### src/rtl/config_loader.sv
// -----------------------------------------------------------------------------
// config_loader
//
// Sequencer that sits directly in front of the configuration latch bank. It
// takes configuration words from a valid/ready stream and writes them, one
// word per slot, into a bank of level-sensitive latches via a shared data bus
// and one-hot latch enables.
//
// Every word goes through four cycles: accept (LOAD), setup (SETUP), enable
// pulse (STROBE) and hold (HOLD). The data bus is therefore stable for a full
// cycle on both sides of each enable pulse, so the latches capture cleanly.
//
// Ports
//   clk            rising-edge clock for all logic
//   reset          synchronous, active-low reset (0 = reset)
//   io_start       begin a full load; only honoured in IDLE or DONE
//   io_abort       return to IDLE from any state (wins over io_start)
//   io_in_valid    upstream word valid
//   io_in_ready    loader can accept a word this cycle
//   io_in_bits     upstream configuration word
//   io_d_in        registered latch data bus
//   io_configs_en  registered one-hot latch enables, one bit per slot
//   io_word_idx    index of the slot currently being loaded
//   io_busy        a sequence is in progress (not IDLE and not DONE)
//   io_done        all slots written; held until start, abort or reset
// -----------------------------------------------------------------------------
module config_loader #(
    parameter int DATA_WIDTH = 32,
    parameter int NUM_WORDS  = 17,
    parameter int IDX_WIDTH  = 5
) (
    input  logic                  clk,
    input  logic                  reset,
    input  logic                  io_start,
    input  logic                  io_abort,
    input  logic                  io_in_valid,
    output logic                  io_in_ready,
    input  logic [DATA_WIDTH-1:0] io_in_bits,
    output logic [DATA_WIDTH-1:0] io_d_in,
    output logic [NUM_WORDS-1:0]  io_configs_en,
    output logic [IDX_WIDTH-1:0]  io_word_idx,
    output logic                  io_busy,
    output logic                  io_done
);

    typedef enum logic [2:0] {
        S_IDLE   = 3'd0,
        S_LOAD   = 3'd1,
        S_SETUP  = 3'd2,
        S_STROBE = 3'd3,
        S_HOLD   = 3'd4,
        S_DONE   = 3'd5
    } state_t;

    localparam logic [IDX_WIDTH-1:0] LAST_IDX = IDX_WIDTH'(NUM_WORDS - 1);

    state_t                 state_reg, state_next;
    logic [DATA_WIDTH-1:0]  d_in_reg,  d_in_next;
    logic [NUM_WORDS-1:0]   en_reg,    en_next;
    logic [IDX_WIDTH-1:0]   idx_reg,   idx_next;
    logic                   done_reg,  done_next;

    logic                   in_ready;
    logic                   accept;
    logic                   last_slot;
    logic [NUM_WORDS-1:0]   slot_onehot;

    // Decode the current slot index into a one-hot enable pattern. Indices
    // beyond NUM_WORDS-1 never occur because the index stops at LAST_IDX.
    generate
        for (genvar gi = 0; gi < NUM_WORDS; gi++) begin : g_slot_decode
            assign slot_onehot[gi] = (idx_reg == IDX_WIDTH'(gi));
        end
    endgenerate

    assign last_slot = (idx_reg == LAST_IDX);

    // Ready is withdrawn during an abort so that a word is never handshaken
    // in a cycle whose data is about to be dropped.
    assign in_ready = (state_reg == S_LOAD) && !io_abort;
    assign accept   = in_ready && io_in_valid;

    // -------------------------------------------------------------------------
    // Next-state and datapath logic
    // -------------------------------------------------------------------------
    always_comb begin
        state_next = state_reg;
        d_in_next  = d_in_reg;
        idx_next   = idx_reg;
        done_next  = done_reg;
        en_next    = '0;

        if (io_abort) begin
            // Data bus is deliberately retained: the latches may still be
            // transparent for the slot that was strobing when abort arrived.
            state_next = S_IDLE;
            idx_next   = '0;
            done_next  = 1'b0;
        end else begin
            unique case (state_reg)
                S_IDLE, S_DONE: begin
                    if (io_start) begin
                        state_next = S_LOAD;
                        idx_next   = '0;
                        done_next  = 1'b0;
                    end
                end

                S_LOAD: begin
                    if (accept) begin
                        d_in_next  = io_in_bits;
                        state_next = S_SETUP;
                    end
                end

                S_SETUP: begin
                    // Enables are registered, so the pulse is scheduled here
                    // and appears on the outputs during STROBE.
                    state_next = S_STROBE;
                    en_next    = slot_onehot;
                end

                S_STROBE: begin
                    state_next = S_HOLD;
                end

                S_HOLD: begin
                    if (last_slot) begin
                        state_next = S_DONE;
                        done_next  = 1'b1;
                    end else begin
                        state_next = S_LOAD;
                        idx_next   = idx_reg + IDX_WIDTH'(1);
                    end
                end

                default: begin
                    state_next = S_IDLE;
                    idx_next   = '0;
                    done_next  = 1'b0;
                end
            endcase
        end
    end

    // -------------------------------------------------------------------------
    // State and output registers
    // -------------------------------------------------------------------------
    always_ff @(posedge clk) begin
        if (!reset) begin
            state_reg <= S_IDLE;
            d_in_reg  <= '0;
            en_reg    <= '0;
            idx_reg   <= '0;
            done_reg  <= 1'b0;
        end else begin
            state_reg <= state_next;
            d_in_reg  <= d_in_next;
            en_reg    <= en_next;
            idx_reg   <= idx_next;
            done_reg  <= done_next;
        end
    end

    assign io_in_ready   = in_ready;
    assign io_d_in       = d_in_reg;
    assign io_configs_en = en_reg;
    assign io_word_idx   = idx_reg;
    assign io_done       = done_reg;
    assign io_busy       = (state_reg != S_IDLE) && (state_reg != S_DONE);

endmodule

### config.mk
export PLATFORM = sky130hd
export DESIGN_NAME = config_loader
export DESIGN_NICKNAME = d
export VERILOG_FILES = /design/src/rtl/config_loader.sv
export SDC_FILE = /design/constraint.sdc
export NUM_CORES = 1
export LEC_CHECK = 0
export BUFFER_PORTS_ARGS = -buffer_cell sky130_fd_sc_hd__buf_4
export CAP_MARGIN = 20
export CORE_UTILIZATION = 43
export DETAILED_ROUTE_END_ITERATION = 10
export PLACE_DENSITY = 0.75
export SLEW_MARGIN = 20
export SYNTH_ARGS = -nofsm -noshare
export SYNTH_HDL_FRONTEND = slang
export SYNTH_SLANG_ARGS = --single-unit
### constraint.sdc
create_clock -name clk -period 1.45 [get_ports clk]
set_clock_uncertainty 0.15 [all_clocks]
set_input_delay 0.0725 -clock clk [delete_from_list [all_inputs] [get_ports clk]]
set_output_delay 0.0725 -clock clk [all_outputs]
set_load 0.05 [all_outputs]
==> impl_metrics.ini <==
[yosys]
yosysWarnings = 0
synthCells = 261
synth-seq-area-share = 0.5063
yosysMostFrequentCell = nand2_1
synth_ff_type = dfxtp_1
synth_top_family_by_area = simple AND/OR/NAND/NOR gates
ys_top_cells_by_count = nand2_1 (78), dfxtp_1 (58), a21boi_1 (30)
ys_ff_latch = 58
synth.area.top_cells = dfxtp_1 (51%), nand2_1 (13%), a21boi_1 (9.8%)
ys_types = 37
syn_area_um2 = 2293
synth_top_cell_by_area = dfxtp_1
yosys.area_share.simple = 0.2493
syn-num-nets = 303
synth_edf_count = 0
synth-adder-area-share = 0.02728
synth_xor_area_frac = 0.003819
postSynthAreaPerCell_um2 = 8.787
synth_top_area_frac = 0.5063
async_flop_share = 0
synth_compound_area_frac = 0.1648
muxShareOfSynthArea = 0

[sta]
post-route-period-util = 1.152
max_slew_margin = 0.7686
fmax_mhz = 598.5
hold_slack_ns = -0.04701
setup_tns_ns = -5.295
rsz0062_at_grt = yes
hold_violations = 2
slew_viol_final = 0
finalSetupViolations = 45
period_needed_ns = 1.671
worstMarginPinSlew_ns = 0.3464
finalWorstSetupSlack_ns = -0.2209

[placement]
io_buffers = 93
pre_cts_ws_ns = -0.1146
dp_hpwl_um = 3949
place_area_um2 = 3241
gp_congestion = 0.8531

[route]
routed_wl_um = 9149
drt_iter0_drc = 132
dr.pass1.iters = 4
avgViaCountPerCell = 5.181
drcViolationCount = 0
dr_total_vias = 2549
ant_nets = 0
post_drt_wl_per_cell_um = 18.60

[run_status]
violations = negative hold slack, negative setup slack
status = complete, but fails checks

[global_routing]
antenna_found_initial = 0
grt_pass1_wl_um = 10140
grt_start_max_net_pins = 33
grt_overflow = 0
grt_pass1_vias = 2216
track_usage = 0.2434

[final_layout]
antenna_cells = 0
largest_reg_flops = 32
layout-drive-gt1-share = 0.5355
nets = 459
design_area_um2 = 4372
area_growth_pct = 90.62

[power_and_ir_drop]
combinationalPowerShare = 0.111
netSwitchingPower_uw = 900.6
ir_drop_mv = 0.5715
power.share.switching = 0.2355
p_per_area_nw_per_um2 = 874.7
power.internal_mw = 2.923
pwr-share-clk = 0.467
p_total_mw = 3.824
leakage_nw = 1.932
seq_power_share = 0.422

[cts]
cts_buffers = 9
cts.path.max_buffers = 2
cts_tree = yes
cts_max_level = 3
cts.sinks = 58
clkSlewWorstSetupHoldPaths_ns = 0.07
clkLatencyLatePin_ns = 0.34
cts_hold_buf = 35
clock-root-buffer = clkbuf_8

[die]
die-area_um2 = 5630
die_y_um = 75.03
io_pins = 94
core_um2 = 5107
initial_core_util = 0.4490
die_x_um = 75.03
rows = 26

[setup_path]
crit_arrival_ns = 1.78
worstPathRequired_ns = 1.56
cp-start-kind = flip-flop
critPathMaxFanout = 16
end_kind = flip-flop
crit_type = flip-flop to flip-flop

[hold_path]
hp-class = primary input to flip-flop

[run]
drv_cap = 0
-- placed cells by master, fill, tap and decap left out, types with 2 or more instances in the layout --
| cell | instances |
|---|---|
| a21boi_1 | 19 |
| a21boi_2 | 13 |
| a21oi_1 | 6 |
| and4_1 | 2 |
| buf_12 | 3 |
| buf_4 | 115 |
| buf_6 | 3 |
| bufinv_16 | 2 |
| clkbuf_16 | 4 |
| clkbuf_8 | 12 |
| dfxtp_1 | 50 |
| dfxtp_2 | 3 |
| dfxtp_4 | 5 |
| dlygate4sd3_1 | 35 |
| ha_1 | 2 |
| ha_4 | 3 |
| inv_1 | 3 |
| inv_4 | 2 |
| nand2_1 | 41 |
| nand2_2 | 15 |
| nand2_4 | 21 |
| nand2b_1 | 3 |
| nor2_1 | 15 |
| nor2b_1 | 2 |
| nor3_2 | 4 |
| nor4b_4 | 2 |
| o211ai_1 | 2 |
| o21ai_1 | 5 |
| o21ai_2 | 2 |
-- routing by layer --
metal / global-route usage / part of all wire
met5: 0 / 0
met4: 0.1069 / 0.035
met3: 0.06560 / 0.060
met2: 0.4124 / 0.52
met1: 0.2898 / 0.38
-- power groups by stage --
| stage | clock, mW | sequential (mW) | combinational (mW) |
|---|---|---|---|
| after global placement | 0 | 1.65 | 0.271 |
| after CTS | 1.78 | 1.61 | 0.353 |
| final | 1.79 | 1.61 | 0.424 |
| after detailed placement | 0 | 1.65 | 0.272 |
| after global routing | 1.88 | 1.61 | 0.446 |
| after floorplan | 0 | 1.69 | 0.0964 |
-- metrics by stage --
step	cells	utilization
6_report	492	0.8560
5_1_grt	492	0.8560
4_1_cts	485	0.7697
3_5_place_dp	431	0.6345
3_3_place_gp	431	0.6345
2_1_floorplan	261	-
-- what timing repair did --
item	4_1_cts	5_1_grt
cloned	0	5
setup endpoints to repair	43	56
resized for setup	17	88
pin swaps	7	42
setup buffers	3	2
hold endpoints to repair	40	4
-- logic make-up (layout without fill, tap and decap cells) --
group	after synthesis	in the layout
compound gates	54	54
buf+inv	21	182
fa+ha+maj	5	5
simple gates	122	122
flops	58	58
xor+xnor	1	1
-- worst paths after layout --
check        slack (ns)  cells after the start          from        endpoint
max               -0.22                      5  state_reg[0]     io_d_in[14]
min               -0.05                      4      io_abort  io_word_idx[0]
max reg2reg       -0.22                      5  state_reg[0]     io_d_in[14]
min reg2reg        0.31                      2   io_d_in[20]     io_d_in[20]
-- worst max-delay path: stages (launching register included) --
cell       delay [ns]
dfxtp_2          0.40
nor4b_4          0.34
and2_4           0.27
clkbuf_16        0.18
nand2_1          0.08
a21boi_1         0.17
-- cell type report --
cell class                      instances  area (um2)
Clock buffer                           12       165.2
Clock inverter                          4       72.57
Fill cell                             266       735.7
Inverter                                5       23.77
Multi-Input combinational cell        182        1416
Sequential cell                        58        1184
Tap cell                               70       87.58
Timing Repair Buffer                  161        1423
(Power assumes the default switching activity.)
